**config.mk**
```make
export PLATFORM = sky130hd
export DESIGN_NAME = mem_arbiter_rr
export DESIGN_NICKNAME = d
export VERILOG_FILES = /design/src/rtl/mem_arbiter_rr.sv
export SDC_FILE = /design/constraint.sdc
export NUM_CORES = 1
export LEC_CHECK = 0
export ABC_AREA = 0
export CAP_MARGIN = 20
export CORE_AREA = 2 2 533 535
export CTS_CLUSTER_SIZE = 28
export DETAILED_ROUTE_END_ITERATION = 8
export DIE_AREA = 0 0 535 537
export GPL_ROUTABILITY_DRIVEN = 0
export SLEW_MARGIN = 20
export SYNTH_ARGS = -nofsm -noshare
export SYNTH_HDL_FRONTEND = slang
export SYNTH_SLANG_ARGS = --single-unit
```
**constraint.sdc**
```tcl
create_clock -name clk -period 2.8 [get_ports clk]
set_input_delay 0.84 -clock clk [delete_from_list [all_inputs] [get_ports clk]]
set_output_delay 0.84 -clock clk [all_outputs]
set_load 0.1 [all_outputs]
```
**src/rtl/mem_arbiter_rr.sv**
```systemverilog
// N-channel arbiter in front of a single line-memory port: latches one winning
// request (round-robin or fixed priority), issues it, and routes the completion back.
module mem_arbiter_rr #(
  parameter int NUM_REQ  = 2,
  parameter int ADDR_W   = 32,
  parameter int DATA_W   = 256,
  parameter int ARB_MODE = 0,
  parameter int IDX_W    = $clog2(NUM_REQ)
) (
  input  logic                      clk,
  input  logic                      rst_n,
  input  logic [NUM_REQ*ADDR_W-1:0] req_addr,
  input  logic [NUM_REQ-1:0]        req_read,
  input  logic [NUM_REQ-1:0]        req_write,
  input  logic [NUM_REQ*DATA_W-1:0] req_wdata,
  output logic [DATA_W-1:0]         req_rdata,
  output logic [NUM_REQ-1:0]        req_resp,
  output logic [ADDR_W-1:0]         mem_addr,
  output logic                      mem_read,
  output logic                      mem_write,
  output logic [DATA_W-1:0]         mem_wdata,
  input  logic                      mem_ready,
  input  logic [DATA_W-1:0]         mem_rdata,
  input  logic                      mem_resp,
  output logic                      grant_valid,
  output logic [IDX_W-1:0]          grant_idx
);

  typedef enum logic [1:0] {S_IDLE, S_ISSUE, S_WAIT} state_t;

  localparam logic [IDX_W:0] LP_N = (IDX_W+1)'(NUM_REQ);

  state_t              r_state, w_state_nxt;
  logic [IDX_W-1:0]    r_idx, r_rr_ptr;
  logic                r_wr;
  logic [ADDR_W-1:0]   r_addr;
  logic [DATA_W-1:0]   r_wdata;

  logic [NUM_REQ-1:0]  w_req;
  logic [IDX_W-1:0]    w_start, w_win_idx, w_rr_nxt;
  logic [IDX_W:0]      w_cand, w_inc;
  logic                w_win_vld;

  assign w_req = req_read | req_write;

  // Rotating search from the start index; fixed priority always starts at 0.
  always_comb begin
    w_start   = (ARB_MODE == 1) ? '0 : r_rr_ptr;
    w_win_vld = 1'b0;
    w_win_idx = '0;
    w_cand    = '0;
    for (int i = 0; i < NUM_REQ; i++) begin
      w_cand = {1'b0, w_start} + (IDX_W+1)'(i);
      if (w_cand >= LP_N) w_cand = w_cand - LP_N;
      if (!w_win_vld && w_req[w_cand[IDX_W-1:0]]) begin
        w_win_vld = 1'b1;
        w_win_idx = w_cand[IDX_W-1:0];
      end
    end
  end

  assign w_inc    = {1'b0, r_idx} + (IDX_W+1)'(1);
  assign w_rr_nxt = (w_inc == LP_N) ? '0 : w_inc[IDX_W-1:0];

  always_ff @(posedge clk) begin
    if (!rst_n) r_state <= S_IDLE;
    else        r_state <= w_state_nxt;
  end

  always_comb begin
    w_state_nxt = r_state;
    mem_read    = 1'b0;
    mem_write   = 1'b0;
    mem_addr    = '0;
    mem_wdata   = '0;
    req_resp    = '0;
    req_rdata   = '0;
    grant_valid = 1'b0;
    grant_idx   = '0;
    case (r_state)
      S_IDLE: begin
        if (w_win_vld) w_state_nxt = S_ISSUE;
      end
      S_ISSUE: begin
        mem_read    = ~r_wr;
        mem_write   = r_wr;
        mem_addr    = r_addr;
        mem_wdata   = r_wdata;
        grant_valid = 1'b1;
        grant_idx   = r_idx;
        if (mem_ready) w_state_nxt = S_WAIT;
      end
      S_WAIT: begin
        mem_addr    = r_addr;
        mem_wdata   = r_wdata;
        grant_valid = 1'b1;
        grant_idx   = r_idx;
        if (mem_resp) begin
          req_resp[r_idx] = 1'b1;
          req_rdata       = mem_rdata;
          w_state_nxt     = S_IDLE;
        end
      end
      default: w_state_nxt = S_IDLE;
    endcase
  end

  // Request is captured once at grant; later changes on the channel are ignored.
  always_ff @(posedge clk) begin
    if (!rst_n) begin
      r_idx    <= '0;
      r_wr     <= 1'b0;
      r_addr   <= '0;
      r_wdata  <= '0;
      r_rr_ptr <= '0;
    end else begin
      if (r_state == S_IDLE && w_win_vld) begin
        r_idx   <= w_win_idx;
        r_wr    <= req_write[w_win_idx];
        r_addr  <= req_addr[w_win_idx*ADDR_W +: ADDR_W];
        r_wdata <= req_wdata[w_win_idx*DATA_W +: DATA_W];
      end
      if (r_state == S_WAIT && mem_resp) r_rr_ptr <= w_rr_nxt;
    end
  end

endmodule

```
==> results.py <==
metrics = {
    "final_layout": {
        "postLayoutCellArea_sq_um": 47530,
        "number_of_nets_at_the_end_of_the_flow": 4579,
        "final.fill_count": 31167,
        "drive_gt1_share_pct": 38.56,
        "final_util_pct": 16.90,
        "flow.area_growth_from_synthesis_pct": 179.7,
        "final-instance-count-excl-fill": 7566,
    },
    "clock_tree": {
        "tritoncts_num_sinks": 293,
        "cts_tree": "built",
        "htreeDepth": 2,
        "clockRootBuffer": "clkbuf_16",
        "reg_clk_slew_reported_paths_ns": 0.06,
        "cts-hold-fix-buffers": 0,
        "cts_inserted_buffers": 42,
        "worstSkewPairLatency_ns": 0.66,
        "clock_tree.buffer_depth": 3,
    },
    "power": {
        "power.share.switching_pct": 54.22,
        "p_leak_nw": 16.97,
        "comb_power_share_pct": 76.4,
        "share_clk_of_total_power_pct": 10.3,
        "power.share.sequential_pct": 13.4,
        "max-vdd-ir-drop_v": 0.0006584,
        "net-switching-power_mw": 29.36,
        "power_report.internal_total_mw": 24.79,
        "power_per_cell_area_nw_per_um2": 1139,
        "fin_total_pwr_mw": 54.15,
    },
    "timing": {
        "finalCritPeriodShare_pct": 112.5,
        "unrepaired_setup_endpoints_after_global_routing": "true",
        "post-route-worst-setup-slack_ns": -0.3491,
        "report.final.slew_viol_count": 0,
        "fmax_mhz": 317.6,
        "final.min_clock_period_ns": 3.149,
        "hold_viol_final": 0,
        "final_hold_slack_ns": 0.5139,
        "slew_headroom_pct": 50.41,
        "worstMarginPinSlew_ns": 0.7371,
        "fin_skew_ns": 0.04040,
        "totalNegativeSetupSlack_ns": -124.14,
        "setup_viol": 542,
    },
    "critical_path": {
        "critPathBufInv": 5,
        "arrival_ns": 2.31,
        "cp.required_ns": 1.96,
        "reg2regPathDepth": 8,
        "critical_path.reg2reg.endpoint": "r_state[1]",
        "worst_path_largest_cell_delay_ns": 0.38,
        "critical_path_depth": 7,
        "worst-r2r-setup-slack_ns": 0.83,
        "critical_path.top_delay_family": "buffers and inverters",
        "crit_slowest_cell": "dfxtp_4",
        "timing.setup.critical_path_class": "flop to output pin",
        "crit_path_max_fanout": 19,
        "critPathMostFrequentCell": "buf_12",
        "element_type_at_the_critical_path_start": "flop",
        "worst_setup_path_endpoint": "mem_addr[17]",
        "crit-reg2reg-launch": "r_state[0]",
        "timing.critical_path.cells": "inv_4 > ha_4 > buf_12 > buf_16 > buf_4 > and2_4 > buf_12",
        "worstSetupEndpointType": "output pin",
        "worst_setup_path_startpoint": "r_state[1]",
    },
    "detailed_routing": {
        "drt-pass1-iter-count": 5,
        "total_number_of_vias": 25755,
        "antenna_violating_nets_post_route": 0,
        "wire_per_inst_um": 30.04,
        "drt_iter0_markers": 1704,
        "wirelength_mm": 227.3,
        "drcViolationCount": 0,
        "vias_per_cell": 3.404,
    },
    "status": {
        "violations_in_the_final_reports": "negative setup slack",
        "status": "finished, violations left",
    },
    "die": {
        "width_of_the_die_um": 535,
        "placement_rows": 195,
        "die_area_sq_um": 287300,
        "die_height_um": 537,
        "core_area_sq_um": 281300,
        "initial_core_util_pct": 6.040,
        "boundaryPins": 1390,
    },
    "grt": {
        "global_route.overflow_total": 0,
        "grtUsageTotal_pct": 14.95,
        "grt_max_degree": 92,
        "initial_antenna_violation_count": 151,
        "grt_pass1_wl_mm": 277.4,
        "grt_pass1_vias": 24752,
    },
    "yosys": {
        "syn-num-nets": 3190,
        "syn-cell-area_sq_um": 16990,
        "ys_seq_area_share_pct": 34.52,
        "ys_warn_count": 0,
        "syn_inst": 2345,
        "synthDistinctLibCells": 31,
        "synth_most_common_cell": "o21ai_0",
        "synth_largest_type_area_fraction_pct": 34.52,
        "synth_top_cells_by_area": "dfxtp_1 35%, and2_1 11%, o21ai_0 11%, a31oi_1 11%, and3_1 9.5%",
        "yosys_most_used_dff": "dfxtp_1",
        "synth_top_cell_by_area": "dfxtp_1",
        "synth_seq_cells": 293,
        "synth_async_sr_flop_share_pct": 0,
        "postSynthAreaPerCell_sq_um": 7.246,
        "netlist_top_cells_count": "362 x o21ai_0, 293 x dfxtp_1, 290 x and2_1",
        "synth_edf_count": 0,
    },
    "placement": {
        "dp_hpwl_mm": 190.2,
        "dp_cells": 7328,
        "placement.setup.worst_slack_ns": -0.2696,
        "port_buffers": 1389,
        "post_dp_cell_area_sq_um": 42880,
    },
    "job": {
        "drv.max_cap_violation_count": 0,
    },
    "min_path": {
        "min_path_type": "flop to flop",
    },
}
==> layout make-up <==
cell class	count	area [sq um]	share of cell area, %
Antenna cell	57	142.6	0.3001
Clock buffer	55	1170	2.461
Clock inverter	21	206.4	0.4343
Inverter	6	27.53	0.05791
Multi-Input combinational cell	1732	11790	24.80
Sequential cell	293	5871	12.35
Tap cell	3743	4683	9.853
Timing Repair Buffer	1659	23640	49.74
==> timing repair <==
item / in CTS / in global routing
endpoints found under the setup margin: 548 / 548
gates cloned: 43 / 15
resized for setup: 234 / 164
setup buffers: 43 / 26
pin swaps: 53 / 52
==> cell usage in the layout, fill, tap and decap left out, types with 39 or more instances in the layout <==
cell               n
a21oi_1          289
a31oi_1          289
and2_2            39
and2_4           250
and3_4           243
buf_12           632
buf_4            100
clkbuf_16         56
clkdlybuf4s50_1  837
dfxtp_1          291
diode_2           57
o21ai_0          362
o21ai_1          215
==> state kept, by name (all words and copies together) (netlist names) <==
signal    flops
r_addr       32
r_state       2
r_rr_ptr      1
r_idx         1
r_wr          1
r_wdata     256
==> worst min path at each step <==
| stage | end | slack [ns] | startpoint | depth (start not counted) |
|---|---|---|---|---|
| 5_1_grt | r_wdata[252] | 0.50 | rst_n | 3 |
| 4_1_cts | r_wdata[255] | 0.46 | rst_n | 3 |
| 2_1_floorplan | r_state[1] | 0.45 | r_state[1] | 2 |
| 3_5_place_dp | r_wdata[29] | 0.50 | r_wdata[29] | 2 |
| 6_report | r_state[1] | 0.51 | r_state[1] | 2 |
| 3_3_place_gp | r_state[0] | 0.49 | r_state[0] | 2 |
==> power groups by stage <==
| stage | registers (mW) | clock network, mW | logic [mW] |
|---|---|---|---|
| finish | 7.23 | 5.57 | 41.4 |
| global route | 7.42 | 5.88 | 43.0 |
| CTS | 7.19 | 5.77 | 40.7 |
| detailed placement | 7.23 | 0 | 37.5 |
| global placement | 7.27 | 0 | 37.5 |
| floorplan | 6.59 | 0 | 21.1 |
==> cells by family (layout without fill, tap and decap cells) <==
logic type / after synthesis / after routing / share of synthesized area, %
compound gates: 1162 / 1162 / 36.57
simple gates: 563 / 563 / 20.62
buf+inv: 320 / 1741 / 7.805
flops: 293 / 293 / 34.52
fa+ha+maj: 5 / 5 / 0.3682
mux: 2 / 2 / 0.1178
other cells: 0 / 57 / 0
==> worst register-to-register path, stage by stage, from the launching register on <==
cell and delay [ns]:
dfxtp_2 0.35, inv_4 0.05, ha_4 0.19, buf_8 0.15, buf_12 0.15, buf_8 0.13
buf_4 0.13, a222oi_1 0.51, mux2i_1 0.24
==> routing by layer <==
metal	wire, um	track usage, %	vias to the layer above
met4	9218	5.308	78
met5	1181	1.497	-
met1	87820	17.27	12226
met2	100600	23.53	1653
li1	-	-	11442
met3	28480	7.479	356
No activity file was read; power rests on OpenSTA's default activity.
